[config.mk]
export PLATFORM = sky130hd
export DESIGN_NAME = ps2_frame_rx
export DESIGN_NICKNAME = d
export VERILOG_FILES = /design/src/rtl/ps2_frame_rx.sv
export SDC_FILE = /design/constraint.sdc
export NUM_CORES = 1
export LEC_CHECK = 0
export ABC_AREA = 1
export CAP_MARGIN = 20
export CORE_MARGIN = 4
export CORE_UTILIZATION = 35
export CTS_CLUSTER_DIAMETER = 200
export DETAILED_ROUTE_END_ITERATION = 8
export PLACE_DENSITY = 0.58
export SYNTH_ARGS = -nofsm -noshare
export SYNTH_HDL_FRONTEND = slang
export SYNTH_SLANG_ARGS = --single-unit
[constraint.sdc]
create_clock -name clock -period 2.6 [get_ports clock]
set_input_delay 0.78 -clock clock [delete_from_list [all_inputs] [get_ports clock]]
set_output_delay 0.78 -clock clock [all_outputs]
set_load 0.01 [all_outputs]
[src/rtl/ps2_frame_rx.sv]
// PS/2 frame receiver: synchronises and deglitches the PS/2 pins, shifts in
// 11-bit frames, checks odd parity and the stop bit, and strobes out one byte
// per good frame or an error code per discarded frame.
module ps2_frame_rx #(
  parameter int unsigned SYNC_STAGES    = 2,
  parameter int unsigned FILTER_LEN     = 8,
  parameter int unsigned TIMEOUT_CYCLES = 100000
) (
  input  logic       clock,
  input  logic       reset,
  input  logic       kb_clock,
  input  logic       kb_data,
  output logic [7:0] data_out,
  output logic       data_valid,
  output logic       frame_err,
  output logic [1:0] err_type,
  output logic       rx_busy
);

  localparam int unsigned FW = $clog2(FILTER_LEN + 1);
  localparam int unsigned TW = $clog2(TIMEOUT_CYCLES + 1);

  typedef enum logic [1:0] {
    S_IDLE,
    S_SHIFT,
    S_CHECK
  } state_t;

  logic [SYNC_STAGES-1:0] r_clk_sync;
  logic [SYNC_STAGES-1:0] r_dat_sync;
  logic [FW-1:0]          r_filt_cnt;
  logic                   r_filt_clk;
  logic                   r_filt_d;
  state_t                 r_state;
  logic [3:0]             r_bit_cnt;
  logic [8:0]             r_shift;
  logic                   r_stop;
  logic [TW-1:0]          r_tmo;
  logic [7:0]             r_data_out;
  logic                   r_data_valid;
  logic                   r_frame_err;
  logic [1:0]             r_err_type;
  logic                   r_busy;

  logic w_clk_s;
  logic w_dat_s;
  logic w_fall;

  assign w_clk_s = r_clk_sync[SYNC_STAGES-1];
  assign w_dat_s = r_dat_sync[SYNC_STAGES-1];
  assign w_fall  = r_filt_d & ~r_filt_clk;

  // Metastability synchronisers for both pins; idle level is high.
  always_ff @(posedge clock or posedge reset) begin
    if (reset) begin
      r_clk_sync <= '1;
      r_dat_sync <= '1;
    end else begin
      r_clk_sync <= {r_clk_sync[SYNC_STAGES-2:0], kb_clock};
      r_dat_sync <= {r_dat_sync[SYNC_STAGES-2:0], kb_data};
    end
  end

  // Clock deglitch: level flips only after FILTER_LEN consecutive differing samples.
  always_ff @(posedge clock or posedge reset) begin
    if (reset) begin
      r_filt_cnt <= '0;
      r_filt_clk <= 1'b1;
      r_filt_d   <= 1'b1;
    end else begin
      r_filt_d <= r_filt_clk;
      if (w_clk_s == r_filt_clk) begin
        r_filt_cnt <= '0;
      end else if (r_filt_cnt == FW'(FILTER_LEN - 1)) begin
        r_filt_clk <= w_clk_s;
        r_filt_cnt <= '0;
      end else begin
        r_filt_cnt <= r_filt_cnt + FW'(1);
      end
    end
  end

  // Frame FSM with registered outputs; a fall always beats a timeout in the same cycle.
  always_ff @(posedge clock or posedge reset) begin
    if (reset) begin
      r_state      <= S_IDLE;
      r_bit_cnt    <= '0;
      r_shift      <= '0;
      r_stop       <= 1'b0;
      r_tmo        <= '0;
      r_data_out   <= '0;
      r_data_valid <= 1'b0;
      r_frame_err  <= 1'b0;
      r_err_type   <= '0;
      r_busy       <= 1'b0;
    end else begin
      r_data_valid <= 1'b0;
      r_frame_err  <= 1'b0;
      case (r_state)
        S_IDLE: begin
          r_tmo <= '0;
          if (w_fall && !w_dat_s) begin
            r_state   <= S_SHIFT;
            r_bit_cnt <= 4'd1;
            r_busy    <= 1'b1;
          end
        end
        S_SHIFT: begin
          if (w_fall) begin
            r_tmo <= '0;
            if (r_bit_cnt == 4'd10) begin
              r_stop  <= w_dat_s;
              r_state <= S_CHECK;
            end else begin
              r_shift   <= {w_dat_s, r_shift[8:1]};
              r_bit_cnt <= r_bit_cnt + 4'd1;
            end
          end else if (r_tmo == TW'(TIMEOUT_CYCLES - 1)) begin
            r_state     <= S_IDLE;
            r_tmo       <= '0;
            r_bit_cnt   <= '0;
            r_busy      <= 1'b0;
            r_frame_err <= 1'b1;
            r_err_type  <= 2'b11;
          end else begin
            r_tmo <= r_tmo + TW'(1);
          end
        end
        S_CHECK: begin
          r_state   <= S_IDLE;
          r_tmo     <= '0;
          r_bit_cnt <= '0;
          r_busy    <= 1'b0;
          if (!(^r_shift)) begin
            r_frame_err <= 1'b1;
            r_err_type  <= 2'b01;
          end else if (!r_stop) begin
            r_frame_err <= 1'b1;
            r_err_type  <= 2'b10;
          end else begin
            r_data_out   <= r_shift[7:0];
            r_data_valid <= 1'b1;
          end
        end
        default: r_state <= S_IDLE;
      endcase
    end
  end

  assign data_out   = r_data_out;
  assign data_valid = r_data_valid;
  assign frame_err  = r_frame_err;
  assign err_type   = r_err_type;
  assign rx_busy    = r_busy;

endmodule
# Word-level counts from Yosys, hierarchy flattened
# Cells that the tools add are included.
dict set report word_totals {
  register_bits 56
  latchBits 0
  mem_bits_rw 0
  romBits 0
  input_bits 4
  output_inout_bits 13
  n_memories 0
}
dict set report op_classes {
  addsub 3
  multipliers 0
  n_div 0
  magnitude_cmp 0
  eq_ne 13
  n_shift 0
  muxes 32
  bitwise_logic 4
  n_reduce_logical 16
}
# cell n
set op_table {}
lappend op_table {{$mux 17} 2}
lappend op_table {{$pmux 17 s2} 1}
lappend op_table {{$mux 4} 6}
lappend op_table {{$add 17x1->17 const B} 1}
lappend op_table {{$eq 17x17->1 const B} 1}
lappend op_table {{$mux 2} 8}
lappend op_table {{$ne 3x3->1 const B} 4}
lappend op_table {{$pmux 4 s3} 1}
lappend op_table {{$reduce_and 3->1} 4}
lappend op_table {{$reduce_and 4->1} 3}
lappend op_table {{$mux 1} 10}
lappend op_table {{$reduce_xor 9->1} 1}
lappend op_table {{$add 4x1->4 const B} 2}
lappend op_table {{$pmux 2 s2} 2}
lappend op_table {{$ne 2x2->1 const B} 3}
lappend op_table {{$eq 4x3->1 const B} 1}
lappend op_table {{$eq 4x4->1 const B} 1}
lappend op_table {{$reduce_bool 2->1} 2}
lappend op_table {{$not 1->1} 3}
lappend op_table {{$pmux 1 s3} 1}
lappend op_table {{$reduce_bool 3->1} 1}
lappend op_table {{$eq 2x1->1 const B} 1}
lappend op_table {{$eq 2x2->1 const B} 1}
lappend op_table {{$logic_not 2->1} 1}
lappend op_table {{7 further kinds} 7}

# Depth between registers and ports, before layout
dict set report logic_depth {
  ltp_word 5
  mapped_depth 11
}

# Least setup slack after synthesis
# Ideal clock, no wire load.
dict set report synth_timing {
  path_type {register to register}
  start {register r_tmo[0]}
  end {register r_err_type[0], in the netlist err_type[0]}
  arrival_time_ns 1.384
  setup_slack_ns 1.099
  path_stages_with_launch 11
  path_buffers 0
  synth_period_minus_slack_ns 1.501
  cell_sequence {dfrtp_1 ha_1 nand2_2 nor2_4 inv_2 nor2_2 nand3_2 a21oi_2 nand2_1 nand2_1 nand2_1}
}
dict set report synth_between {
  elab_chain_len 3
}
# element line
set synth_rtl {}
lappend synth_rtl {{from (decl)} 38} ;# logic [TW-1:0] r_tmo;
lappend synth_rtl {{from (signal assigned)} 126} ;# r_tmo <= r_tmo + TW'(1);
lappend synth_rtl {{$eq 17x17->1} 118} ;# end else if (r_tmo == TW'(TIMEOUT_CYCLES - 1)) begin
lappend synth_rtl {{$ne 2x2->1 (no source line)} --}
lappend synth_rtl {{$reduce_and 4->1 (no source line)} --}
lappend synth_rtl {{to (signal assigned)} 124} ;# r_err_type <= 2'b11;
lappend synth_rtl {{to (signal assigned)} 136} ;# r_err_type <= 2'b01;
lappend synth_rtl {{to (signal assigned)} 139} ;# r_err_type <= 2'b10;
lappend synth_rtl {{to (decl)} 42} ;# logic [1:0] r_err_type;
# Every way passes these cells.
# A chain may end at the register's enable or synchronous reset.

# Worst setup path in the final report
dict set report layout_timing {
  start {register r_data_out[6], in the netlist data_out[6]}
  end {output port data_out[6]}
}
# element line
set layout_lines {}
lappend layout_lines {{from (decl)} 39} ;# logic [7:0] r_data_out;
lappend layout_lines {{from (signal assigned)} 141} ;# r_data_out <= r_shift[7:0];
lappend layout_lines {{to (decl)} 13} ;# output logic [7:0] data_out,
# No word-level cell between the ends.

==> results.ini <==
[pwr]
switching_share_pct = 39.6
pwr-share-comb_pct = 37.4
clkPwrFrac_pct = 18.8
p_int_uw = 1550
powerDensity_nw_per_um2 = 792
p_leak_uw = 0.00144
ir_drop_mv = 0.372
seqPwrFrac_pct = 43.8
p_sw_uw = 1020

[floorplan]
coreArea_um2 = 7850
fp.dieH_um = 98.7
fp.dieW_um = 98.7
dieArea_um2 = 9730
num_rows = 32
start_util_pct = 36.7
io_pins = 17

[global_routing]
grt_max_degree = 39
grt_pass1_wl_um = 9470
gr-usage-all-layers_pct = 11.9
overflow = 0
grt_antenna_before_repair = 0
grt_pass1_vias = 2041

[clock_tree]
clk_pin_slew_ps = 100
cts_max_level = 2
cts.sinks = 56
cts_setup_buffers = 0
cts_resized = 0
hold_buffers = 0
cts_tree = built
cts_made_buffers = 5
clk_latency_ps = 310
clockBufferDepth = 2
clockRootBuffer = clkbuf_8

[placement]
port_buffers = 16
gp_congestion = 0.833
post-place-cells = 446
hpwl_um = 3800
pre_cts_ws_ps = 643

[route]
drtIter0Drc = 91
num_vias = 2111
first_pass_iters = 4
wl_per_cell_um = 11.5
routed_wl_um = 5240
antenna_left = 0
drc = 0
vias_per_cell = 4.65

[worst_hold_path]
hold_start = r_clk_sync[0]
whs_path_depth = 0
whs_endpoint = r_clk_sync[1]
hold_class = flip-flop to flip-flop

[critical_path]
rrSetupSlack_ps = 640
cp_max_fo = 2
r2r-start = r_state[0]
rr_worst_depth = 6
critPathRequiredTime_ps = 1820
crit_arrival_ps = 1220
cp_slowest_stage_delay_ps = 540
setup.worst_path.start_class = flip-flop
crit_slowest_cell = clkdlybuf4s50_1
r2r-end = r_tmo[2]
endpoint_kind = output pin
crit_path_cell_trace = clkdlybuf4s50_1
cp_num_buf_inv = 1
crit_start = data_out[6]
path_class = flip-flop to output pin
worst_path_dominant_cell_family = buffers and inverters

[final_layout]
mostFrequentLayoutCells = nand2_1 (80), dfrtp_1 (50), inv_1 (38)
instances_no_fill = 454
area_growth_pct = 12.8
antennaDiodeCount = 0
fillers = 798
mostFrequentLayoutCell = nand2_1
nets = 363
drive_gt1_share_pct = 15.9

[outcome]
outcome = complete, no violations

[timing]
fin_skew_ps = 13.1
hold_viol_final = 0
period_share_pct = 77.0
fin_ws_ps = 598
grt_setup_unrepaired = no
finalSetupTns_ps = 0
relSlewSlack_pct = 58.5
setup_viol = 0
timing.final.crit_period_ps = 2000
worst_pin_slew_ps = 621
fmax_mhz = 499
drv_slew = 0

[synthesis]
synth.distinct_cells = 35
synth-seq-cells = 56
yosysWarnings = 0
avgSynthCellArea_um2 = 8.66
ys_seq_area_share_pct = 49.0
synthCells = 332
synth_nets = 344
syn_area_um2 = 2880

[run]
maxCapViolations = 0

layout make-up:
type / instances / area, µm² / share of cell area [%]
timing repair buffer: 17 / 180 / 5.55
clock inverter: 2 / 16.3 / 0.501
multi-input combinational: 225 / 1270 / 39.1
clock buffer: 6 / 72.6 / 2.24
sequential: 56 / 1410 / 43.4
inverter: 46 / 173 / 5.32
tap: 102 / 128 / 3.93
cells by family after synthesis:
logic type / synth area share (%)
AO/OA/AOI/OAI: 11.0
XOR/XNOR: 3.05
adder cells (fa/ha/maj): 3.48
buffers and inverters: 6.96
flip-flops: 49.0
multiplexers: 0.391
AND/OR/NAND/NOR: 26.1
per-layer routing:
layer  track usage (%)  up-vias  share of wire (%)
met1              16.5      959                 49
li1                  -     1118                  -
met4              4.41        0                1.6
met3              2.48        7                3.6
met2              18.2       27                 45
met5                 0        -                  0
worst max-delay path by stage:
stage | end | cells after the start
after floorplan | data_out[0] | 1
after global placement | r_state[0] | 6
after detailed placement | r_state[0] | 6
after CTS | data_out[6] | 1
after global routing | r_state[0] | 6
final | data_out[6] | 1
Yosys cell counts (all sizes together):
library cell | count | area, µm²
nand2 | 86 | 338
dfrtp | 50 | 1250
inv | 45 | 169
o21ai | 38 | 224
nand3 | 27 | 175
nor2 | 27 | 129
ha | 8 | 100
a21oi | 7 | 38.8
xor2 | 7 | 61.3
dfstp | 6 | 158
nand4 | 5 | 46.3
o22ai | 4 | 25.0
clkbuf | 3 | 11.3
nand3b | 3 | 35.0
nor3 | 3 | 15.0
xnor2 | 3 | 26.3
buf | 2 | 16.3
o211ai | 2 | 15.0
a22o | 1 | 8.76
a31oi | 1 | 6.26
clkinv | 1 | 3.75
mux2 | 1 | 11.3
nor4 | 1 | 6.26
or2 | 1 | 6.26
metrics by stage:
| stage | total power, µW | cell area (µm²) | utilization [%] | hold slack (ps) |
|---|---|---|---|---|
| final | 2570 | 3250 | 41.4 | 362 |
| after global routing | 2800 | 3250 | 41.4 | 367 |
| after CTS | 2620 | 3250 | 41.4 | 364 |
| after detailed placement | 2120 | 3160 | 40.2 | 348 |
| after global placement | 2100 | 3160 | 40.2 | 347 |
| after floorplan | 1870 | 2880 | - | 345 |
power groups by stage:
stage / Combinational (µW) / Sequential (µW) / Clock, µW
detailed placement: 971 / 1150 / 0
global placement: 959 / 1140 / 0
floorplan: 738 / 1140 / 0
global route: 1100 / 1150 / 544
finish: 961 / 1130 / 483
CTS: 980 / 1130 / 510
flip-flops by register name (all words and copies together), names as in the netlist:
| name | cells |
|---|---|
| r_tmo | 17 |
| r_filt_cnt | 4 |
| r_state | 2 |
| frame_err | 1 |
| r_filt_d | 1 |
| r_bit_cnt | 4 |
| data_out | 8 |
| r_stop | 1 |
| err_type | 2 |
| r_filt_clk | 1 |
| data_valid | 1 |
| r_shift | 9 |
| r_dat_sync | 2 |
| rx_busy | 1 |
| r_clk_sync | 2 |
(Power assumes the default switching activity.)
